==> src/rtl/sr_readback_check.sv <==
// sr_readback_check
//   Captures the serial readback of the configuration shift register while a new
//   word is shifted in. Returned bits are reassembled LSB-first and compared on the
//   fly against a reference word latched at start.
//
// Ports:
//   clk      in   system clock, rising edge
//   rst      in   asynchronous active-high reset
//   start    in   single-cycle capture request (ignored while busy)
//   dout_sr  in   serial bit returned from the chain
//   ref_word in   expected word; bit i compared with the i-th returned bit
//   busy     out  capture in progress
//   done     out  one-cycle completion pulse
//   match    out  last completed capture had zero mismatches
//   err_cnt  out  saturating mismatch count of current/last capture
//   dout     out  captured word; bit i is the i-th returned bit
module sr_readback_check #(
  parameter int unsigned DATA_WIDTH = 170,
  parameter int unsigned CNT_WIDTH  = 8,
  parameter int unsigned SKIP       = 2
) (
  input  logic                  clk,
  input  logic                  rst,
  input  logic                  start,
  input  logic                  dout_sr,
  input  logic [DATA_WIDTH-1:0] ref_word,
  output logic                  busy,
  output logic                  done,
  output logic                  match,
  output logic [CNT_WIDTH-1:0]  err_cnt,
  output logic [DATA_WIDTH-1:0] dout
);

  typedef enum logic [1:0] {StIdle, StSkip, StCapture} state_e;

  // SKIP == 0 never enters StSkip, so the value used for that case is irrelevant.
  localparam logic [CNT_WIDTH-1:0] SkipLast = (SKIP == 0) ? '0 : CNT_WIDTH'(SKIP - 1);
  localparam logic [CNT_WIDTH-1:0] DataLast = CNT_WIDTH'(DATA_WIDTH - 1);
  localparam logic [CNT_WIDTH-1:0] ErrMax   = '1;

  state_e                r_state, w_state;
  logic [CNT_WIDTH-1:0]  r_cnt, w_cnt;
  logic [DATA_WIDTH-1:0] r_ref, w_ref;
  logic [DATA_WIDTH-1:0] r_dout, w_dout;
  logic [CNT_WIDTH-1:0]  r_err, w_err;
  logic                  r_match, w_match;
  logic                  r_busy, w_busy;
  logic                  r_done, w_done;

  logic [DATA_WIDTH-1:0] w_bit_mask;
  logic                  w_ref_bit;
  logic [CNT_WIDTH-1:0]  w_err_upd;

  always_comb begin
    w_bit_mask = {{(DATA_WIDTH-1){1'b0}}, 1'b1} << r_cnt;
    w_ref_bit  = |(r_ref & w_bit_mask);
    // Mismatch count including the bit currently on dout_sr, saturating.
    if ((dout_sr != w_ref_bit) && (r_err != ErrMax)) begin
      w_err_upd = r_err + 1'b1;
    end else begin
      w_err_upd = r_err;
    end
  end

  always_comb begin
    w_state = r_state;
    w_cnt   = r_cnt;
    w_ref   = r_ref;
    w_dout  = r_dout;
    w_err   = r_err;
    w_match = r_match;
    w_busy  = r_busy;
    w_done  = 1'b0;
    unique case (r_state)
      StIdle: begin
        if (start) begin
          w_ref   = ref_word;
          w_dout  = '0;
          w_err   = '0;
          w_match = 1'b0;
          w_cnt   = '0;
          w_busy  = 1'b1;
          w_state = (SKIP == 0) ? StCapture : StSkip;
        end
      end
      StSkip: begin
        if (r_cnt == SkipLast) begin
          w_cnt   = '0;
          w_state = StCapture;
        end else begin
          w_cnt = r_cnt + 1'b1;
        end
      end
      StCapture: begin
        // dout was cleared at start, so OR-ing in the set bits is enough.
        if (dout_sr) begin
          w_dout = r_dout | w_bit_mask;
        end
        w_err = w_err_upd;
        if (r_cnt == DataLast) begin
          w_done  = 1'b1;
          w_busy  = 1'b0;
          w_match = (w_err_upd == '0);
          w_cnt   = '0;
          w_state = StIdle;
        end else begin
          w_cnt = r_cnt + 1'b1;
        end
      end
      default: begin
        w_state = StIdle;
        w_busy  = 1'b0;
      end
    endcase
  end

  always_ff @(posedge clk or posedge rst) begin
    if (rst) begin
      r_state <= StIdle;
      r_cnt   <= '0;
      r_ref   <= '0;
      r_dout  <= '0;
      r_err   <= '0;
      r_match <= 1'b0;
      r_busy  <= 1'b0;
      r_done  <= 1'b0;
    end else begin
      r_state <= w_state;
      r_cnt   <= w_cnt;
      r_ref   <= w_ref;
      r_dout  <= w_dout;
      r_err   <= w_err;
      r_match <= w_match;
      r_busy  <= w_busy;
      r_done  <= w_done;
    end
  end

  assign busy    = r_busy;
  assign done    = r_done;
  assign match   = r_match;
  assign err_cnt = r_err;
  assign dout    = r_dout;

endmodule

==> config.mk <==
export PLATFORM = sky130hd
export DESIGN_NAME = sr_readback_check
export DESIGN_NICKNAME = d
export VERILOG_FILES = /design/src/rtl/sr_readback_check.sv
export SDC_FILE = /design/constraint.sdc
export NUM_CORES = 1
export LEC_CHECK = 0
export BUFFER_PORTS_ARGS = -buffer_cell sky130_fd_sc_hd__buf_2
export CAP_MARGIN = 5
export CELL_PAD_IN_SITES_DETAIL_PLACEMENT = 0
export CELL_PAD_IN_SITES_GLOBAL_PLACEMENT = 1
export CORE_UTILIZATION = 28
export DETAILED_ROUTE_END_ITERATION = 6
export GPL_TIMING_DRIVEN = 0
export PLACE_DENSITY_LB_ADDON = 0.1
export SKIP_CTS_REPAIR_TIMING = 1
export SYNTH_ARGS = -nofsm -noshare
export SYNTH_HDL_FRONTEND = slang
export SYNTH_SLANG_ARGS = --single-unit
==> constraint.sdc <==
create_clock -name clk -period 24.4 [get_ports clk]
set_clock_uncertainty 0.1 [all_clocks]
set_input_delay 0 -clock clk [delete_from_list [all_inputs] [get_ports clk]]
set_output_delay 0 -clock clk [all_outputs]
set_load 0.005 [all_outputs]
==> results of run 1 <==
## layer usage
| metal | share of wire, % | track usage (%) |
|---|---|---|
| met5 | 0.054 | 0 |
| met4 | 3.4 | 9.38 |
| met3 | 7.4 | 7.79 |
| met1 | 43 | 32.6 |
| met2 | 47 | 40.1 |
## sequential cells by signal (all words and copies together), names as in the netlist
register	count
r_ref	170
err_cnt	8
match	1
r_state	2
r_cnt	8
busy	1
dout	170
done	1
## cell type report
cell class | count | area, µm²
fill | 5737 | 34300
sequential | 361 | 9030
multi-input combinational | 965 | 6460
timing repair buffer | 533 | 3610
clock buffer | 66 | 1280
tap | 756 | 946
buffer | 112 | 497
clock inverter | 13 | 245
inverter | 20 | 82.6
antenna | 3 | 7.51
## layout by cell type, fill, tap and decap left out, types with 19 or more instances in the layout
master | netlist | final
mux2_2 | 177 | 177
dfrtp_1 | 361 | 361
a21oi_1 | 162 | 162
inv_1 | 20 | 19
dlygate4sd3_1 | 0 | 173
clkbuf_16 | 0 | 44
a31oi_1 | 33 | 33
nand3b_1 | 20 | 20
clkbuf_1 | 82 | 94
nor2_1 | 230 | 230
buf_2 | 13 | 368
nand2_1 | 46 | 46
nand3_1 | 30 | 30
## final timing paths
check / start / end
min in group asynchronous: rst / r_ref[134]
hold / removal: dout_sr / dout[169]
setup reg to reg: r_cnt[2] / err_cnt[6]
hold reg to reg: dout[108] / dout[108]
max in group asynchronous: rst / dout[129]
setup / recovery: r_cnt[2] / err_cnt[6]
## through the flow
stage / std cells / instance area [µm²] / utilization [%]
after global placement: 2568 / 18800 / 33.2
after floorplan: 1458 / 16100 / -
after CTS: 2653 / 20400 / 36.2
after detailed placement: 2574 / 18900 / 33.5
after global routing: 2828 / 22200 / 39.2
final: 2829 / 22200 / 39.2
## tightest hold or removal path, delay by kind of cell
kind / cells / cell delay, ns
AND/OR/NAND/NOR: 1 / 0.05
AO/OA/AOI/OAI: 2 / 0.40
buffers and inverters: 2 / 0.22
## cells by family (layout without fill, tap and decap cells)
family,after synthesis,count (layout),synth area share [%]
other cells,0,3,0
compound gates,312,312,12.2
xor+xnor,4,4,0.218
buf+inv,132,744,3.56
mux,188,188,13.1
simple gates,450,450,13.8
flops,361,361,56.3
fa+ha+maj,11,11,0.857
## power by group
group	total (mW)	internal, mW	switching (mW)
clock	0.701	0.428	0.273
combinational	0.558	0.239	0.319
sequential	0.859	0.752	0.107
total	2.12	1.42	0.700
==> results.md, run 1 <==
* Die Area at 0.0583 mm²
* Final Slew Violations at 0
* WP depth at 16
* CP startpoint kind: flop
* Slowest stage delay, CP at 0.58 ns
* Cell Area, Synth at 0.0161 mm²
* Routed WL at 75400 µm
* First-pass detailed-route iteration total at 5
* Initial Utilization at 28.4%
* Part of the cycle the worst path needs at 26.1%
* Post-synth top area share at 56.3%
* Final Hold Fails at 0
* Min Tclk post-route at 6.38 ns
* Max capacitance violation total at 0
* Clk buf depth at 3
* Final Total Pwr at 2.12 mW
* Via count of the first global-routing pass at 14.0k
* Syn_nets at 1643
* Worst R2R Path Depth at 16
* First-pass GRT wire length at 104000 µm
* Status: complete, no violations
* Leading cell types by count after synthesis: dfrtp_1 (361), nor2_1 (230), mux2_2 (177)
* Worst Max-Slew Pin Slew at 1.39 ns
* Final Wtd Congestion at 0.941
* Max_slew headroom at 7.40%
* Post-route setup TNS at 0 ns
* Detail Route Antenna Nets at 0
* Reg-to-reg setup timing slack at 18.02 ns
* Total global routing overflow at 0
* Worst setup EP type: flop
* Critical path class: reg -> reg
* Largest net degree at the start of global routing at 121
* Reg clk slew, reported paths at 0.06 ns
* Skew-Pair Late Insertion Delay at 0.60 ns
* Via count at 14.3k
* Post-synth top area cell: dfrtp_1
* Leak at 10.4 nW
* Buf/Inv on CP at 5
* Final setup violation count at 0
* I/O pin cnt at 355
* RSZ-0062 raised after global routing: no
* Top-count cell post-synth: dfrtp_1
* Post-DP HPWL at 55700 µm
* Register area share after synthesis at 56.3%
* CP cell instances: buf_2, clkbuf_1, inv_1, ha_1, clkbuf_1, and2_1, clkbuf_1, nand4_1, nor4bb_1, nand4_1, nor4_2, nand4_2, o21a_2, nor3_2, mux2_4, a32o_1
* Crit path arrival time at 6.74 ns
* Die height at 241 µm
* Synth top area cells: dfrtp_1 (56%), mux2_2 (12%), nor2_1 (5.4%), a21oi_1 (5.0%), clkbuf_1 (1.9%)
* CTS buffer count at 44
* Most used DFF post-synth: dfrtp_1
* Core Box Area at 0.0565 mm²
* Power Density at 95.5 mW/mm²
* Mapped Cells at 1458
* # DRC at 0
* # H-tree levels at 2
* Share of async-settable or async-resettable flops after synthesis at 100%
* Detailed Route Iter0 Violations at 995
* Row count at 87
* Area grow syn2layout at 38.1%
* VDD IR max at 0.0520 mV
* Post-synthesis cell type count at 77
* Die W at 241 µm
* Max FO, Critical Path at 10
* Initial antenna violation count at 6
* Sink Count at 361
* Hold crit path type: in -> reg
* Hold path depth at 5
* Routed WL per cell at 26.6 µm
* Root Buffer Master: clkbuf_16
* Final #Nets at 2222
* GRT Resource Usage Total at 25.4%
* CTS tree: yes
* Final Worst Setup Slack at 18.02 ns
* Achievable Freq at 157 MHz
* EDFF count, synth at 0
* Worst EP required at 24.76 ns
* CP delay by family, top: simple AND/OR/NAND/NOR gates
* Worst hold margin at 0.0383 ns
* Post-Syn Area per Cell at 11.0 µm²
* #FFs+latches synth at 361
* Via-to-Cell Ratio at 5.06
* Crit path top cell by count: clkbuf_1
* CP max-delay cell: clkbuf_1
* PortBufs at 354
* Pre-CTS WS at 18.37 ns
* Ys Warns at 0
* Fraction of layout cells with a size suffix above 1 at 31.3%
Note: power is estimated with default switching activity, not from simulation.
==> run 2: changes to the inputs <==
--- a/config.mk
+++ b/config.mk
@@ -5,6 +5,7 @@
 export SDC_FILE = /design/constraint.sdc
 export NUM_CORES = 1
 export LEC_CHECK = 0
+export ABC_AREA = 1
 export BUFFER_PORTS_ARGS = -buffer_cell sky130_fd_sc_hd__buf_2
 export CAP_MARGIN = 5
 export CELL_PAD_IN_SITES_DETAIL_PLACEMENT = 0
==> constraint.sdc (replaced) <==
create_clock -name clk -period 5.44 [get_ports clk]
set_clock_uncertainty 0.1 [all_clocks]
set_input_delay 0 -clock clk [delete_from_list [all_inputs] [get_ports clk]]
set_output_delay 0 -clock clk [all_outputs]
set_load 0.005 [all_outputs]
==> results.md, run 2 <==
* Row count at 88 (was 87)
* Post-synth top area share at 55.3% (was 56.3%)
* Final setup violation count at 0 (unchanged)
* Crit path arrival time at 4.82 ns (was 6.74 ns)
* # H-tree levels at 2 (unchanged)
* Reg clk slew, reported paths at 0.06 ns (about the same)
* Area grow syn2layout at 38.0% (was 38.1%)
* Leading cell types by count after synthesis: dfrtp_1 (361), nor2_1 (293), nand2_1 (240) (was dfrtp_1 (361), nor2_1 (230), mux2_2 (177))
* Pre-CTS WS at 0.942 ns (was 18.37 ns)
* CTS buffer count at 45 (was 44)
* Via-to-Cell Ratio at 5.03 (was 5.06)
* Mapped Cells at 1721 (was 1458)
* RSZ-0062 raised after global routing: no (unchanged)
* Skew-Pair Late Insertion Delay at 0.60 ns (about the same)
* Final Slew Violations at 9 (was 0)
* Routed WL per cell at 26.8 µm (was 26.6 µm)
* Worst Max-Slew Pin Slew at 1.53 ns (was 1.39 ns)
* CP max-delay cell: clkbuf_1 (unchanged)
* Detailed Route Iter0 Violations at 1296 (was 995)
* Crit path top cell by count: clkbuf_1 (unchanged)
* Status: finished with violations (was complete, no violations)
* Total global routing overflow at 0 (unchanged)
* Most frequent cells in the layout: buf_2 (371), dfrtp_1 (361), nor2_1 (293) (was buf_2 (368), dfrtp_1 (361), nor2_1 (230))
* Via count of the first global-routing pass at 15.0k (was 14.0k)
* I/O pin cnt at 355 (unchanged)
* CP delay by family, top: buffers and inverters (was simple AND/OR/NAND/NOR gates)
* Die height at 244 µm (was 241 µm)
* Max FO, Critical Path at 10 (unchanged)
* Post-DP HPWL at 62100 µm (was 55700 µm)
* Die W at 244 µm (was 241 µm)
* Critical path class: reg -> reg (unchanged)
* Achievable Freq at 226 MHz (was 157 MHz)
* Die Area at 0.0593 mm² (was 0.0583 mm²)
* EDFF count, synth at 0 (unchanged)
* Synth top area cells: dfrtp_1 (55%), mux2_2 (11%), nor2_1 (6.7%), nand2_1 (5.5%), nand4_1 (4.1%) (was dfrtp_1 (56%), mux2_2 (12%), nor2_1 (5.4%), a21oi_1 (5.0%), clkbuf_1 (1.9%))
* Root Buffer Master: clkbuf_16 (unchanged)
* Antenna cells at 0 (was 3)
* Buf/Inv on CP at 4 (was 5)
* Register area share after synthesis at 55.3% (was 56.3%)
* Most common cell after layout, fill and taps aside: buf_2 (unchanged)
* Clk buf depth at 3 (unchanged)
* Final Worst Setup Slack at 1.01 ns (was 18.02 ns)
* VDD IR max at 0.205 mV (was 0.0520 mV)
* Worst EP required at 5.83 ns (was 24.76 ns)
* # DRC at 0 (unchanged)
* Routed WL at 83300 µm (was 75400 µm)
* Sink Count at 361 (unchanged)
* Top-count cell post-synth: dfrtp_1 (unchanged)
* Fin util at 39.1% (was 39.2%)
* CP startpoint kind: flop (unchanged)
* Syn_nets at 1906 (was 1643)
* CP cell instances: inv_1, ha_1, nand2_1, o21ai_1, o21a_1, clkbuf_1, clkbuf_1, clkbuf_1, nand3_1, a21oi_1 (was buf_2, clkbuf_1, inv_1, ha_1, clkbuf_1, and2_1, clkbuf_1, nand4_1, nor4bb_1, nand4_1, nor4_2, nand4_2, o21a_2, nor3_2, mux2_4, a32o_1)
* Post-Syn Area per Cell at 9.49 µm² (was 11.0 µm²)
* Largest net degree at the start of global routing at 42 (was 121)
* Post-synth top area cell: dfrtp_1 (unchanged)
* Fraction of layout cells with a size suffix above 1 at 27.7% (was 31.3%)
* Share of async-settable or async-resettable flops after synthesis at 100% (unchanged)
* Initial antenna violation count at 0 (was 6)
* GRT Resource Usage Total at 27.3% (was 25.4%)
* Final Wtd Congestion at 0.922 (was 0.941)
* Power Density at 422 mW/mm² (was 95.5 mW/mm²)
* Via count at 15.6k (was 14.3k)
* Min Tclk post-route at 4.43 ns (was 6.38 ns)
* Core Box Area at 0.0577 mm² (was 0.0565 mm²)
* Final Hold Fails at 0 (unchanged)
* Part of the cycle the worst path needs at 81.4% (was 26.1%)
* Max_slew headroom at -2.56% (was 7.40%)
* Ys Warns at 0 (unchanged)
* Detail Route Antenna Nets at 0 (unchanged)
* Violated checks: max-capacitance violations, max-slew violations
* Initial Utilization at 28.3% (was 28.4%)
* Leak at 11.1 nW (was 10.4 nW)
* Cell Area, Synth at 0.0163 mm² (was 0.0161 mm²)
* First-pass detailed-route iteration total at 6 (was 5)
* PortBufs at 354 (unchanged)
* CTS tree: yes (unchanged)
* Most used DFF post-synth: dfrtp_1 (unchanged)
* Slowest stage delay, CP at 0.86 ns (was 0.58 ns)
* Max capacitance violation total at 1 (was 0)
* Post-synthesis cell type count at 30 (was 77)
* #FFs+latches synth at 361 (unchanged)
* Final #Nets at 2494 (was 2222)
* First-pass GRT wire length at 113000 µm (was 104000 µm)
* Worst setup EP type: flop (unchanged)
* Hold crit path type: in -> reg (unchanged)
run 2: changes by cell type in the layout (fill, tap and decap cells not counted), moves of 12 or more:
| cell | before | now |
|---|---|---|
| nand2_1 | 46 | 240 |
| nand3b_1 | 20 | 0 |
| nand4_1 | 10 | 106 |
| nand3_1 | 30 | 85 |
| mux2_2 | 177 | 163 |
| a31oi_1 | 33 | 51 |
| and3_1 | 14 | 0 |
| a21oi_1 | 162 | 130 |
| nor2_1 | 230 | 293 |
| nor2b_1 | 12 | 0 |
| inv_1 | 19 | 94 |
run 2: worst reg2reg max path, stage by stage (launching register included):
cell      delay, ns
dfrtp_1        0.40
inv_1          0.12
ha_1           0.24
nand2_1        0.38
o21ai_1        0.62
o21a_1         0.21
clkbuf_1       0.39
clkbuf_1       0.63
clkbuf_1       0.87
nand3_1        0.20
a21oi_1        0.19
run 2: path summary, 6_finish.rpt:
kind,startpoint,end,slack (ns),cells after the start
setup / recovery,r_state[1],dout[120],1.01,10
hold / removal,ref_word[42],r_ref[42],0.06,3
setup reg to reg,r_state[1],dout[120],1.01,10
hold reg to reg,dout[129],dout[129],0.39,2
max in group asynchronous,rst,dout[103],3.26,8
min in group asynchronous,rst,done,0.55,4
run 2: area by class of cell:
cell class                 count  area, µm²
buffer                       110        449
clock buffer                  66       1340
clock inverter                13        161
fill                        5983      35200
inverter                     105        398
multi-input combinational   1145       6450
sequential                   361       9030
tap                          765        957
timing repair buffer         541       3750
run 2: layer usage:
layer	global-route usage, %	wire, µm
met5	0	0
met4	8.22	2310
met3	3.83	4390
met2	44.9	40300
met1	37.1	36400
run 2: report_power, final:
group | switching [mW] | internal (mW)
clock | 1.24 | 1.84
combinational | 1.58 | 1.01
sequential | 0.442 | 3.39
total | 3.26 | 6.24
run 2: cell families after synthesis:
kind of cell / count (synthesis) / synth area share (%)
muxes: 163 / 11.2
and+or+nand+nor: 761 / 20.3
AOI/OAI and AO/OA: 204 / 6.80
DFF: 361 / 55.3
xor gates and xnor gates: 6 / 0.322
adders and majority gates: 11 / 0.843
buffers and inverters: 215 / 5.16
run 2: metrics by stage:
stage	instances	setup TNS [ns]	hold slack (ns)	instance area [µm²]	power (mW)
global placement	2840	-756.83	0.134	19100	6.30
floorplan	1721	0	0.0506	16300	5.24
CTS	2929	0	-0.615	20800	9.48
detailed placement	2850	0	0.00682	19300	6.37
finish	3106	0	0.0634	22500	9.51
global route	3106	0	0.0686	22500	9.93
==> run 3: changes to the inputs <==
==> constraint.sdc (replaced) <==
create_clock -name clk -period 3.6 [get_ports clk]
set_clock_uncertainty 0.1 [all_clocks]
set_input_delay 0 -clock clk [delete_from_list [all_inputs] [get_ports clk]]
set_output_delay 0 -clock clk [all_outputs]
set_load 0.005 [all_outputs]
==> results.md, run 3 (synthesis gave the netlist of run 2 again) <==
* Status: complete, no violations (was finished with violations)
* Post-DP HPWL at 62100 µm (unchanged)
* Row count at 88 (unchanged)
* Root Buffer Master: clkbuf_16 (unchanged)
* Antenna cells at 0 (unchanged)
* Post-route cell area at 0.0232 mm² (was 0.0225 mm²)
* Filler cells at 5953 (was 5983)
* Die W at 244 µm (unchanged)
* Sequential share of power at 40.1% (was 40.3%)
* Sw Ratio at 34.4% (was 34.3%)
* Initial antenna violation count at 0 (unchanged)
* Detail Route Antenna Nets at 0 (unchanged)
* WP depth at 7 (was 10)
* Leak at 11.3 nW (was 11.1 nW)
* Power Density at 623 mW/mm² (was 422 mW/mm²)
* Crit path arrival time at 3.77 ns (was 4.82 ns)
* PortBufs at 354 (unchanged)
* Via count of the first global-routing pass at 15.0k (unchanged)
* CP startpoint kind: flop (unchanged)
* Psw at 4.97 mW (was 3.26 mW)
* Final Total Pwr at 14.4 mW (was 9.51 mW)
* Die Area at 0.0593 mm² (unchanged)
* Slowest stage delay, CP at 0.80 ns (was 0.86 ns)
* # DRC at 0 (unchanged)
* Reg clk slew, reported paths at 0.06 ns (about the same)
* Max capacitance violation total at 0 (was 1)
* Clk buf depth at 3 (unchanged)
* CTS buffer count at 45 (unchanged)
* I/O pin cnt at 355 (unchanged)
* Final Hold Fails at 0 (unchanged)
* Final Slew Violations at 0 (was 9)
* Worst setup EP type: flop (unchanged)
* Min Tclk post-route at 3.45 ns (was 4.43 ns)
* VDD IR max at 0.312 mV (was 0.205 mV)
* Logic pwr share at 27.5% (was 27.3%)
* Most frequent cells in the layout: buf_2 (367), dfrtp_1 (361), nor2_1 (270) (was buf_2 (371), dfrtp_1 (361), nor2_1 (293))
* First-pass GRT wire length at 113000 µm (unchanged)
* Critical path class: reg -> reg (unchanged)
* CP max-delay cell: buf_1 (was clkbuf_1)
* Die height at 244 µm (unchanged)
* DP Area at 0.0193 mm² (unchanged)
* Sink Count at 361 (unchanged)
* Clock power frac at 32.4% (about the same)
* Final setup violation count at 0 (unchanged)
* Hold crit path type: in -> reg (unchanged)
* First-pass detailed-route iteration total at 5 (was 6)
* Cell Int Power at 9.46 mW (was 6.24 mW)
* # H-tree levels at 2 (unchanged)
* Max FO, Critical Path at 10 (unchanged)
* Crit path top cell by count: nor2_1 (was clkbuf_1)
* Total global routing overflow at 0 (unchanged)
* CTS tree: yes (unchanged)
* Final std cells w/o fill at 3138 (was 3106)
* Cell count after placement at 2850 (unchanged)
* Via count at 15.7k (was 15.6k)
* CP delay by family, top: buffers and inverters (unchanged)
* Routed WL at 83600 µm (was 83300 µm)
* Initial Utilization at 28.3% (unchanged)
* Worst R2R Path Depth at 7 (was 10)
* Worst EP required at 3.92 ns (was 5.83 ns)
* Area grow syn2layout at 41.8% (was 38.0%)
* Worst Max-Slew Pin Slew at 1.33 ns (was 1.53 ns)
* Post-route setup TNS at 0 ns (unchanged)
* Core Box Area at 0.0577 mm² (unchanged)
* Via-to-Cell Ratio at 5.00 (was 5.03)
* Final #Nets at 2526 (was 2494)
* GRT Resource Usage Total at 27.3% (unchanged)
* Hold path depth at 3 (unchanged)
* Detailed Route Iter0 Violations at 1244 (was 1296)
* Skew-Pair Late Insertion Delay at 0.60 ns (about the same)
* Fraction of layout cells with a size suffix above 1 at 31.4% (was 27.7%)
* CP cell instances: inv_1, ha_1, nand2_1, nor2_1, clkbuf_1, buf_1, nor2_1 (was inv_1, ha_1, nand2_1, o21ai_1, o21a_1, clkbuf_1, clkbuf_1, clkbuf_1, nand3_1, a21oi_1)
* Part of the cycle the worst path needs at 95.8% (was 81.4%)
* Routed WL per cell at 26.6 µm (was 26.8 µm)
* Largest net degree at the start of global routing at 42 (unchanged)
* Achievable Freq at 290 MHz (was 226 MHz)
* Buf/Inv on CP at 3 (was 4)
* Most common cell after layout, fill and taps aside: buf_2 (unchanged)
* Max_slew headroom at 11.5% (was -2.56%)
* Final Wtd Congestion at 0.922 (unchanged)
## run 3: final timing paths
path,from,to,slack (ns)
max,r_state[1],dout[1],0.15
max in group asynchronous,rst,dout[103],1.44
min in group asynchronous,rst,done,0.54
min,ref_word[42],r_ref[42],0.06
min reg2reg,dout[129],dout[129],0.39
max reg2reg,r_state[1],dout[1],0.15
## run 3: per-layer routing
metal | part of all wire (%) | vias to the layer above | global-route usage (%) | wire [µm]
met5 | 0 | - | 0 | 0
met4 | 3.2 | 0 | 8.22 | 2640
met3 | 5.6 | 119 | 3.83 | 4650
met2 | 48 | 566 | 44.9 | 40100
met1 | 43 | 7934 | 37.1 | 36200
li1 | - | 7062 | - | -
## run 3: per-stage QoR
stage / worst slack, ns / hold slack, ns / util [%]
floorplan: -1.34 / 0.0506 / -
global placement: -4.00 / 0.134 / 33.0
detailed placement: -0.898 / 0.00682 / 33.4
CTS: -0.923 / -0.615 / 36.0
global route: -0.000772 / 0.0686 / 40.1
finish: 0.150 / 0.0600 / 40.1
## run 3: cell type report
class | instances | area, µm² | area share [%]
multi-input cells | 1145 | 6770 | 29.2
flip-flops and latches | 361 | 9030 | 39.0
well taps | 765 | 957 | 4.13
clock buffers | 66 | 1340 | 5.77
clock inverters | 13 | 161 | 0.697
plain buffers | 108 | 480 | 2.07
inverters | 105 | 400 | 1.73
repair buffers | 575 | 4020 | 17.3
## run 3: power groups by stage
stage / Clock, mW / Combinational [mW] / Sequential [mW]
6_report: 4.67 / 3.97 / 5.79
5_1_grt: 4.90 / 4.26 / 5.89
4_1_cts: 4.75 / 3.80 / 5.77
3_5_place_dp: 0 / 3.79 / 5.85
3_3_place_gp: 0 / 3.70 / 5.83
2_1_floorplan: 0 / 2.34 / 5.57
## run 3: worst reg2reg max path, stage by stage, from the launching register on
cell and delay [ns]:
dfrtp_1 0.40, inv_1 0.12, ha_1 0.25, nand2_1 0.40
nor2_1 0.75, clkbuf_1 0.36, buf_1 0.80, nor2_1 0.12
